## src/rtl/operand_fetch_stage_pkg.sv

```systemverilog
// Shared field positions, opcodes and defaults for the operand fetch stage.
// Register-address fields sit at fixed RISC-V positions.
package operand_fetch_stage_pkg;

    localparam int unsigned DATA_W_DEF = 32;
    localparam int unsigned ADDR_W_DEF = 5;
    localparam int unsigned INSTR_W    = 32;

    localparam int unsigned RD_LSB  = 7;
    localparam int unsigned RS1_LSB = 15;
    localparam int unsigned RS2_LSB = 20;
    localparam int unsigned OPC_LSB = 0;
    localparam int unsigned OPC_MSB = 6;

    typedef logic [OPC_MSB-OPC_LSB:0] opcode_t;

    localparam opcode_t OPC_STORE  = 7'b0100011;
    localparam opcode_t OPC_BRANCH = 7'b1100011;

    // Stores and branches carry an rd-shaped field that is not a destination.
    function automatic logic writes_rd(opcode_t opc);
        return (opc != OPC_STORE) && (opc != OPC_BRANCH);
    endfunction

endpackage

```

## src/rtl/operand_fetch_stage_reg_scoreboard.sv

```systemverilog
// Pending-write scoreboard: one bit per register, set when EX takes a writing
// instruction, cleared by writeback. Queries see a same-cycle clear as free.
module operand_fetch_stage_reg_scoreboard
    import operand_fetch_stage_pkg::*;
#(
    parameter int unsigned ADDR_W = ADDR_W_DEF
) (
    input  logic              i_clk,
    input  logic              i_reset,
    input  logic              i_set_en,
    input  logic [ADDR_W-1:0] i_set_addr,
    input  logic              i_clr_en,
    input  logic [ADDR_W-1:0] i_clr_addr,
    input  logic [ADDR_W-1:0] i_q1_addr,
    input  logic [ADDR_W-1:0] i_q2_addr,
    input  logic [ADDR_W-1:0] i_q3_addr,
    output logic              o_q1_busy,
    output logic              o_q2_busy,
    output logic              o_q3_busy
);

    localparam int unsigned NREG = 1 << ADDR_W;

    logic [NREG-1:0] r_pending;
    logic [NREG-1:0] w_pending_d;

    // Set is applied after clear so it wins on a same-register collision.
    always_comb begin
        w_pending_d = r_pending;
        if (i_clr_en) begin
            w_pending_d[i_clr_addr] = 1'b0;
        end
        if (i_set_en) begin
            w_pending_d[i_set_addr] = 1'b1;
        end
    end

    always_ff @(posedge i_clk or posedge i_reset) begin
        if (i_reset) begin
            r_pending <= '0;
        end else begin
            r_pending <= w_pending_d;
        end
    end

    always_comb begin
        o_q1_busy = r_pending[i_q1_addr] && !(i_clr_en && (i_clr_addr == i_q1_addr));
        o_q2_busy = r_pending[i_q2_addr] && !(i_clr_en && (i_clr_addr == i_q2_addr));
        o_q3_busy = r_pending[i_q3_addr] && !(i_clr_en && (i_clr_addr == i_q3_addr));
    end

endmodule

```

## src/rtl/operand_fetch_stage.sv

```systemverilog
// Decode/operand-fetch stage: drives RF read ports, bypasses writeback data,
// stalls on RAW/WAW hazards and registers operands into the ID/EX register.
module operand_fetch_stage
    import operand_fetch_stage_pkg::*;
#(
    parameter int unsigned DATA_W = DATA_W_DEF,
    parameter int unsigned ADDR_W = ADDR_W_DEF
) (
    input  logic               clk,
    input  logic               reset,
    input  logic               flush,
    input  logic               if_valid,
    output logic               if_ready,
    input  logic [INSTR_W-1:0] if_instr,
    input  logic [INSTR_W-1:0] if_pc,
    output logic [ADDR_W-1:0]  reg_port1,
    output logic [ADDR_W-1:0]  reg_port2,
    input  logic [DATA_W-1:0]  reg_out1,
    input  logic [DATA_W-1:0]  reg_out2,
    input  logic               wb_we,
    input  logic [ADDR_W-1:0]  write_reg,
    input  logic [DATA_W-1:0]  data_in,
    output logic               ex_valid,
    input  logic               ex_ready,
    output logic [INSTR_W-1:0] ex_pc,
    output logic [INSTR_W-1:0] ex_instr,
    output logic [DATA_W-1:0]  ex_op1,
    output logic [DATA_W-1:0]  ex_op2,
    output logic [ADDR_W-1:0]  ex_rd,
    output logic               ex_rd_we
);

    logic [ADDR_W-1:0]  w_rs1;
    logic [ADDR_W-1:0]  w_rs2;
    logic [ADDR_W-1:0]  w_rd;
    opcode_t            w_opc;
    logic [DATA_W-1:0]  w_op1;
    logic [DATA_W-1:0]  w_op2;
    logic               w_sb_busy1;
    logic               w_sb_busy2;
    logic               w_sb_busy3;
    logic               w_ex_claims;
    logic               w_ex_hazard;
    logic               w_hazard;
    logic               w_accept;
    logic               w_sb_set;

    logic               r_ex_valid;
    logic [INSTR_W-1:0] r_ex_pc;
    logic [INSTR_W-1:0] r_ex_instr;
    logic [DATA_W-1:0]  r_ex_op1;
    logic [DATA_W-1:0]  r_ex_op2;
    logic [ADDR_W-1:0]  r_ex_rd;
    logic               r_ex_rd_we;

    assign w_rs1 = if_instr[RS1_LSB +: ADDR_W];
    assign w_rs2 = if_instr[RS2_LSB +: ADDR_W];
    assign w_rd  = if_instr[RD_LSB +: ADDR_W];
    assign w_opc = if_instr[OPC_MSB:OPC_LSB];

    assign reg_port1 = w_rs1;
    assign reg_port2 = w_rs2;

    // The RF write lands on the same edge we capture, so forward it here.
    assign w_op1 = (wb_we && (write_reg == w_rs1)) ? data_in : reg_out1;
    assign w_op2 = (wb_we && (write_reg == w_rs2)) ? data_in : reg_out2;

    // EX consuming a writing instruction marks its destination pending.
    assign w_sb_set = r_ex_valid && ex_ready && r_ex_rd_we;

    operand_fetch_stage_reg_scoreboard #(
        .ADDR_W (ADDR_W)
    ) u_scoreboard (
        .i_clk      (clk),
        .i_reset    (reset),
        .i_set_en   (w_sb_set),
        .i_set_addr (r_ex_rd),
        .i_clr_en   (wb_we),
        .i_clr_addr (write_reg),
        .i_q1_addr  (w_rs1),
        .i_q2_addr  (w_rs2),
        .i_q3_addr  (w_rd),
        .o_q1_busy  (w_sb_busy1),
        .o_q2_busy  (w_sb_busy2),
        .o_q3_busy  (w_sb_busy3)
    );

    // The instruction still sitting in ID/EX has not reached the scoreboard yet.
    assign w_ex_claims = r_ex_valid && r_ex_rd_we;
    assign w_ex_hazard = w_ex_claims &&
                         ((r_ex_rd == w_rs1) || (r_ex_rd == w_rs2) || (r_ex_rd == w_rd));
    assign w_hazard    = w_sb_busy1 || w_sb_busy2 || w_sb_busy3 || w_ex_hazard;

    assign if_ready = !reset && !flush && !w_hazard && (!r_ex_valid || ex_ready);
    assign w_accept = if_valid && if_ready;

    always_ff @(posedge clk or posedge reset) begin
        if (reset) begin
            r_ex_valid <= 1'b0;
            r_ex_pc    <= '0;
            r_ex_instr <= '0;
            r_ex_op1   <= '0;
            r_ex_op2   <= '0;
            r_ex_rd    <= '0;
            r_ex_rd_we <= 1'b0;
        end else if (w_accept) begin
            r_ex_valid <= 1'b1;
            r_ex_pc    <= if_pc;
            r_ex_instr <= if_instr;
            r_ex_op1   <= w_op1;
            r_ex_op2   <= w_op2;
            r_ex_rd    <= w_rd;
            r_ex_rd_we <= writes_rd(w_opc);
        end else if (flush || ex_ready) begin
            r_ex_valid <= 1'b0;
        end
    end

    assign ex_valid = r_ex_valid;
    assign ex_pc    = r_ex_pc;
    assign ex_instr = r_ex_instr;
    assign ex_op1   = r_ex_op1;
    assign ex_op2   = r_ex_op2;
    assign ex_rd    = r_ex_rd;
    assign ex_rd_we = r_ex_rd_we;

endmodule

```

## config.mk

```make
export PLATFORM = sky130hd
export DESIGN_NAME = operand_fetch_stage
export DESIGN_NICKNAME = d
export VERILOG_FILES = /design/src/rtl/operand_fetch_stage_pkg.sv /design/src/rtl/operand_fetch_stage_reg_scoreboard.sv /design/src/rtl/operand_fetch_stage.sv
export SDC_FILE = /design/constraint.sdc
export NUM_CORES = 1
export LEC_CHECK = 0
export CAP_MARGIN = 20
export CORE_UTILIZATION = 41
export CTS_CLUSTER_SIZE = 14
export DETAILED_ROUTE_END_ITERATION = 16
export PLACE_DENSITY_LB_ADDON = 0.3
export SYNTH_ARGS = -nofsm -noshare
export SYNTH_HDL_FRONTEND = slang
export SYNTH_HIERARCHICAL = 1
export SYNTH_SLANG_ARGS = --single-unit
```

## constraint.sdc

```tcl
create_clock -name clk -period 4.3 [get_ports clk]
set_clock_uncertainty 0.1 [all_clocks]
set_input_delay 0.86 -clock clk [delete_from_list [all_inputs] [get_ports clk]]
set_output_delay 0.86 -clock clk [all_outputs]
set_load 0.01 [all_outputs]
```

==> impl_results.md, run 1 <==
* Outcome: completed
* Crit path DAT at 3140 ps
* Detailed Place HPWL at 20700 µm
* H-tree depth at 4
* Vias in the first global route at 6573
* DP Area at 0.0125 mm²
* Area leader, netlist: dfrtp_1
* CP startpoint kind: primary input
* Max VDD drop at 0.266 mV
* # DRC at 0
* Starting density of the core at 42.3%
* Setup TNS at 0 ps
* TritonCTS Buffers at 17
* Top FF cell, synth: dfrtp_1
* Vias at 6594
* Final worst path period need at 4100 ps
* Top-area cell type share of the netlist area at 45.2%
* Max Clk Rate at 0.244 GHz
* Layout cells sized above 1 at 29.2%
* DIE HEIGHT at 150 µm
* Cell variety after synth at 38
* Area of the multi-input gates at 0.00447 mm²
* # nets final at 1140
* Largest net degree at the start of global routing at 55
* Critical path class: primary input to output pin
* PortBufs at 316
* I/O pin cnt at 317
* Fin crit share at 95.3%
* Worst-path fanout max at 5
* Leak at 5.84 nW
* Combinational Power Share at 37.6%
* Critical Path Start: if_instr[7]
* Global-route wire length before repair at 40600 µm
* Psw at 1.83 mW
* Largest delay share family, worst path: multiplexers
* Max incr delay on CP at 600 ps
* Setup Viol. Count Final at 0
* Slowest CP cell: clkdlybuf4s50_1
* FILL cells at 1652
* Hold Violations, Final at 0
* Cell mode on critical path: and3_1
* Worst r2r src: u_scoreboard/r_pending[19]
* Min-Delay Path Class: flip-flop to flip-flop
* FP Rows at 53
* GP Congestion at 0.904
* Core Area at 0.0212 mm²
* FF+latch area at 0.00405 mm²
* Die Footprint at 0.0225 mm²
* Die Span X at 150 µm
* Clk_lat worst skew at 440 ps
* Instance count of the mapped netlist at 642
* Slew headroom at 55.5%
* Total gr overflow at 0
* Synth area leaders: dfrtp_1 (45%), mux2_4 (18%), mux2_2 (10%)
* Internal power at 4.18 mW
* Syn Nets at 813
* Syn avg cell area at 14.0 µm²
* Hold_sp: ex_op2[11]
* DR WL/cell at 21.8 µm
* Clock tree buffer depth at 2
* TritonCTS clock tree: built
* DRT Wirelength at 27500 µm
* GRT Total Usage at 24.5%
* Root buffer cell: clkbuf_16
* Critical Path RT at 3340 ps
* Asr flop ratio synth at 100%
* Clock-pin slew on the worst setup and hold paths at 70 ps
* Clock network power share at 25.8%
* Pre-antenna DRT Iters at 7
* Drt initial violations at 308
* Switching part of the total at 30.4%
* Mapped Area at 0.00897 mm²
* Number of warnings issued by yosys at 6
* Max capacitance violation total at 0
* Initial antenna violation count at 2
* Critical path, cell by cell: clkdlybuf4s50_1 > mux4_1 > mux2i_1 > o21bai_1 > o2111a_1 > nor2_1 > and3_1 > and3_1 > clkbuf_2
* Worst slew pin tran at 667 ps
* Reg power frac at 36.6%
* Vias per cell at 5.24
* Sink Count at 162
* Unrepaired setup endpoints after global routing: no
* Yosys reg bits at 162
* Sequential area share after synthesis at 45.2%
* Power density cells at 459 mW/mm²
* Cell area after layout at 0.0131 mm²
* Count of pins over their slew limit at 0
* Number of synthesized flops with an enable pin at 0
* Crit. End Element: output pin
* Layout area overhead at 46.0%
* Buf/Inv on CP at 2
* Antenna-violating nets left at 0
-- cell families after synthesis --
kind of cell / Yosys count / share of synthesized area (%)
flops: 162 / 45.2
compound gates: 82 / 5.13
buf+inv: 55 / 5.04
xor+xnor: 40 / 3.91
mux: 231 / 36.0
simple gates: 72 / 4.72
-- power groups by stage --
stage,sequential (mW),clock (mW),combinational [mW]
floorplan,2.39,0,0.821
global placement,2.20,0,2.25
detailed placement,2.23,0,2.26
CTS,2.20,1.59,2.28
global route,2.25,1.65,2.38
finish,2.20,1.55,2.26
-- synth_stat cells (5+ instances only) --
cell and instances:
mux2_1 5, mux4_1 10, buf_2 11, buf_8 10
a211oi_1 6, nor4_1 7, mux2_2 81, dfrtp_1 162
xor2_1 31, xnor2_1 9, mux4_2 8, and3_1 5
nand3_1 9, buf_4 17, nand3b_1 13, nor2_1 11
mux2_4 109, buf_6 7, o21ai_0 68, clkbuf_1 6
nand2_1 11, mux2i_1 18
-- layer usage --
metal | vias to the layer above | GRT usage [%] | wire, µm
met5 | - | 0 | 0
li1 | 3010 | - | -
met3 | 34 | 5.55 | 1880
met2 | 263 | 41.8 | 13900
met1 | 3287 | 30.7 | 11100
met4 | 0 | 7.88 | 520
-- timing repair --
| action | in CTS | in global routing |
|---|---|---|
| setup endpoints to repair | 1 | 1 |
| endpoints found under the hold margin | 0 | 0 |
| hold buffers | 0 | 0 |
| pin swaps | 0 | 0 |
| setup buffers | 0 | 0 |
| gates resized for setup | 1 | 3 |
-- state kept, by name (all words and copies together) (netlist names) --
signal,flops
ex_pc,32
ex_rd_we,1
ex_op1,32
u_scoreboard/r_pending,32
ex_op2,32
ex_instr,32
ex_valid,1
-- cell usage in the layout (no fill, tap or decap), types with 5 or more instances in the layout --
cell	netlist	routed
nand3b_1	13	13
mux2_1	5	5
xnor2_1	9	9
o21ai_0	68	68
mux2_2	81	81
buf_4	17	37
a211oi_1	6	6
inv_8	0	6
dfrtp_1	162	162
mux4_1	10	10
xor2_1	31	31
buf_12	0	7
nor4_1	7	7
mux2_4	109	109
clkdlybuf4s50_1	0	314
mux2i_1	18	18
clkbuf_16	0	17
nor2_1	11	11
nand2_1	11	11
nand3_1	9	9
mux4_2	8	8
-- final cells by class --
type / count / area share (%)
Multi-Input combinational cell: 425 / 34.2
Sequential cell: 162 / 31.0
Timing Repair Buffer: 361 / 27.5
Clock buffer: 17 / 3.25
Tap cell: 275 / 2.63
Clock inverter: 15 / 1.35
Inverter: 2 / 0.0860
Antenna cell: 2 / 0.0382
-- path summary, 6_finish.rpt --
| check | end | slack (ps) | cells past startpoint |
|---|---|---|---|
| worst max-delay path | if_ready | 200 | 9 |
| worst min-delay path | ex_op2[11] | 400 | 1 |
| min in group asynchronous | ex_instr[16] | 860 | 2 |
| worst min register to register | ex_op2[11] | 400 | 1 |
| max in group asynchronous | ex_pc[14] | 2430 | 3 |
| worst max register to register | ex_op1[25] | 1380 | 10 |
-- through the flow --
stage | cells | setup slack (ps) | hold WS, ps | power [mW] | util, %
final | 1259 | 200 | 405 | 6.01 | 61.7
after global routing | 1259 | 115 | 422 | 6.29 | 61.7
after CTS | 1257 | 75.6 | 407 | 6.06 | 61.7
after detailed placement | 1225 | -177 | 391 | 4.49 | 58.9
after global placement | 1224 | -161 | 387 | 4.45 | 58.7
after floorplan | 642 | 903 | 392 | 3.21 | -
(Power assumes the default switching activity.)
==> inputs of run 2 (changes only) <==
Settings changed: MAX_ROUTING_LAYER from default to met4, SETUP_SLACK_MARGIN from default to 0.2.
==> run 2 against run 1 <==
Cell count grew 0.24%. Sequential cell count stayed put. Die area is the same. Non-clock buffer count grew 5. Sequential share of layout area decreased by 0.062 points. Global-route usage grew 0.75 points. Largest cell class unchanged. Routed wire length up 0.51%. Clock power decreased by 3%. Design area up 0.20%. Critical path type unchanged. Register-to-register slack worse by 80 ps. Via count is 0.93% higher.
==> impl_results.md, run 2 (synthesis results as in run 1) <==
* Worst-path fanout max at 4
* Clock tree buffer depth at 2
* Max VDD drop at 0.277 mV
* Layout Cells excl Fill at 1262
* Ant. Diodes at 0
* Root buffer cell: clkbuf_16
* Fin crit share at 92.8%
* Slew headroom at 53.2%
* Sink Count at 162
* Met2 wire length at 14100 µm
* Psw at 1.79 mW
* Critical Path RT at 3340 ps
* Die Span X at 150 µm
* DIE HEIGHT at 150 µm
* Critical Path Start: if_instr[20]
* Slowest CP cell: mux4_2
* Antenna-violating nets left at 0
* Vias at 6655
* Met1 wire length at 10800 µm
* Drt initial violations at 366
* CP startpoint kind: primary input
* WHS at 405 ps
* PortBufs at 316
* Detailed Place HPWL at 21100 µm
* Max capacitance violation total at 0
* Clock network power share at 25.1%
* Global-route wire length before repair at 40400 µm
* Unrepaired setup endpoints after global routing: no
* Util after Layout at 61.8%
* Power density cells at 455 mW/mm²
* H-tree depth at 4
* TritonCTS Buffers at 17
* Critical path class: primary input to output pin
* Starting density of the core at 42.3%
* Total gr overflow at 0
* Most frequent cells in the layout: clkdlybuf4s50_1 (312), dfrtp_1 (162), mux2_4 (109)
* TritonCTS clock tree: built
* Vias in the first global route at 6675
* GP Congestion at 0.864
* Largest net degree at the start of global routing at 47
* Pre-antenna DRT Iters at 6
* Outcome: completed
* Crit path DAT at 3030 ps
* Critical path, cell by cell: clkdlybuf4s50_1 > buf_6 > mux4_2 > mux2i_1 > o21ai_1 > o2111a_1 > nor3_2 > and3_1 > and3_1 > buf_2
* # DRC at 0
* Worst r2r src: u_scoreboard/r_pending[5]
* Layout cells sized above 1 at 29.7%
* Worst r2r path cells at 10
* # nets final at 1145
* Die Footprint at 0.0225 mm²
* Hold Violations, Final at 0
* DP Cell Count at 1228
* Leak at 5.85 nW
* Setup Viol. Count Final at 0
* FP Rows at 53
* Max incr delay on CP at 480 ps
* FILL cells at 1703
* Clk_lat worst skew at 420 ps
* DRT Wirelength at 27600 µm
* WHS Path Cells at 1
* Min-Delay Path Class: flip-flop to flip-flop
* Area of the multi-input gates at 0.00448 mm²
* Switching part of the total at 30.0%
* DR WL/cell at 21.9 µm
* Vias per cell at 5.27
* Reg power frac at 37.0%
* I/O pin cnt at 317
* GRT Total Usage at 25.3%
* Crit. End Element: output pin
* Core Area at 0.0212 mm²
* FF+latch area at 0.00405 mm²
* Count of pins over their slew limit at 0
* Most common cell after layout, fill and taps aside: clkdlybuf4s50_1
* Clock-pin slew on the worst setup and hold paths at 60 ps
* Worst slew pin tran at 701 ps
* Layout area overhead at 46.3%
* Max Clk Rate at 0.251 GHz
* Routed length on met3 at 2050 µm
* Uppermost layer routed: met4
* Initial antenna violation count at 0
* Final worst path period need at 3990 ps
* Combinational Power Share at 38.0%
* Hold_sp: ex_op2[17]
* Internal power at 4.18 mW
* Cell mode on critical path: and3_1
-- run 2: changes by cell type in the layout (fill, tap and decap cells not counted), sizes merged --
| cell | before | now |
|---|---|---|
| clkinv | 5 | 3 |
| inv | 11 | 8 |
| dlygate4sd2 | 0 | 2 |
| clkinvlp | 1 | 5 |
| clkdlybuf4s50 | 314 | 312 |
| diode | 2 | 0 |
| buf | 45 | 51 |
-- run 2: power groups by stage --
stage / registers [mW] / clock network (mW) / logic [mW]
after floorplan: 2.39 / 0 / 0.821
after global placement: 2.20 / 0 / 2.25
after detailed placement: 2.23 / 0 / 2.26
after CTS: 2.20 / 1.53 / 2.28
after global routing: 2.26 / 1.58 / 2.40
final: 2.21 / 1.50 / 2.26
-- run 2: per-layer routing --
metal | up-vias | track usage [%]
met5 | - | -
met2 | 298 | 41.8
met4 | 0 | 9.55
met1 | 3300 | 30.0
li1 | 3012 | -
met3 | 45 | 5.49
-- run 2: critical path, delay by kind of cell --
| family | cells | cell delay (ps) |
|---|---|---|
| simple gates | 3 | 440 |
| mux | 2 | 640 |
| buf+inv | 3 | 720 |
| compound gates | 2 | 360 |
-- run 2: path summary, 6_finish.rpt --
kind                                 to  slack (ps)
setup / recovery               if_ready         310
hold / removal               ex_op2[17]         410
setup reg to reg              ex_pc[22]        1300
hold reg to reg              ex_op2[17]         410
max in group asynchronous    ex_op2[27]        2530
min in group asynchronous  ex_instr[15]         720
-- run 2: cell type report --
cell class	instances	area share, %
clock inverter	14	1.09
timing repair buffer	366	27.8
inverter	2	0.0858
multi-input combinational	425	34.1
clock buffer	18	3.35
tap	275	2.62
sequential	162	30.9
-- run 2: repair_timing --
item                                    in CTS  in global routing
setup buffers                                0                  1
pin swaps                                    1                  2
gates resized for setup                      8                  3
endpoints found under the setup margin       1                  1
hold buffers                                 0                  0
-- run 2: stage by stage --
step	power [mW]	setup WS (ps)	setup TNS (ps)	cell area, µm²
floorplan	3.21	903	0	8970
global placement	4.45	-162	-162	12500
detailed placement	4.49	-212	-212	12500
CTS	6.01	284	0	13100
global route	6.24	199	0	13100
finish	5.97	309	0	13100
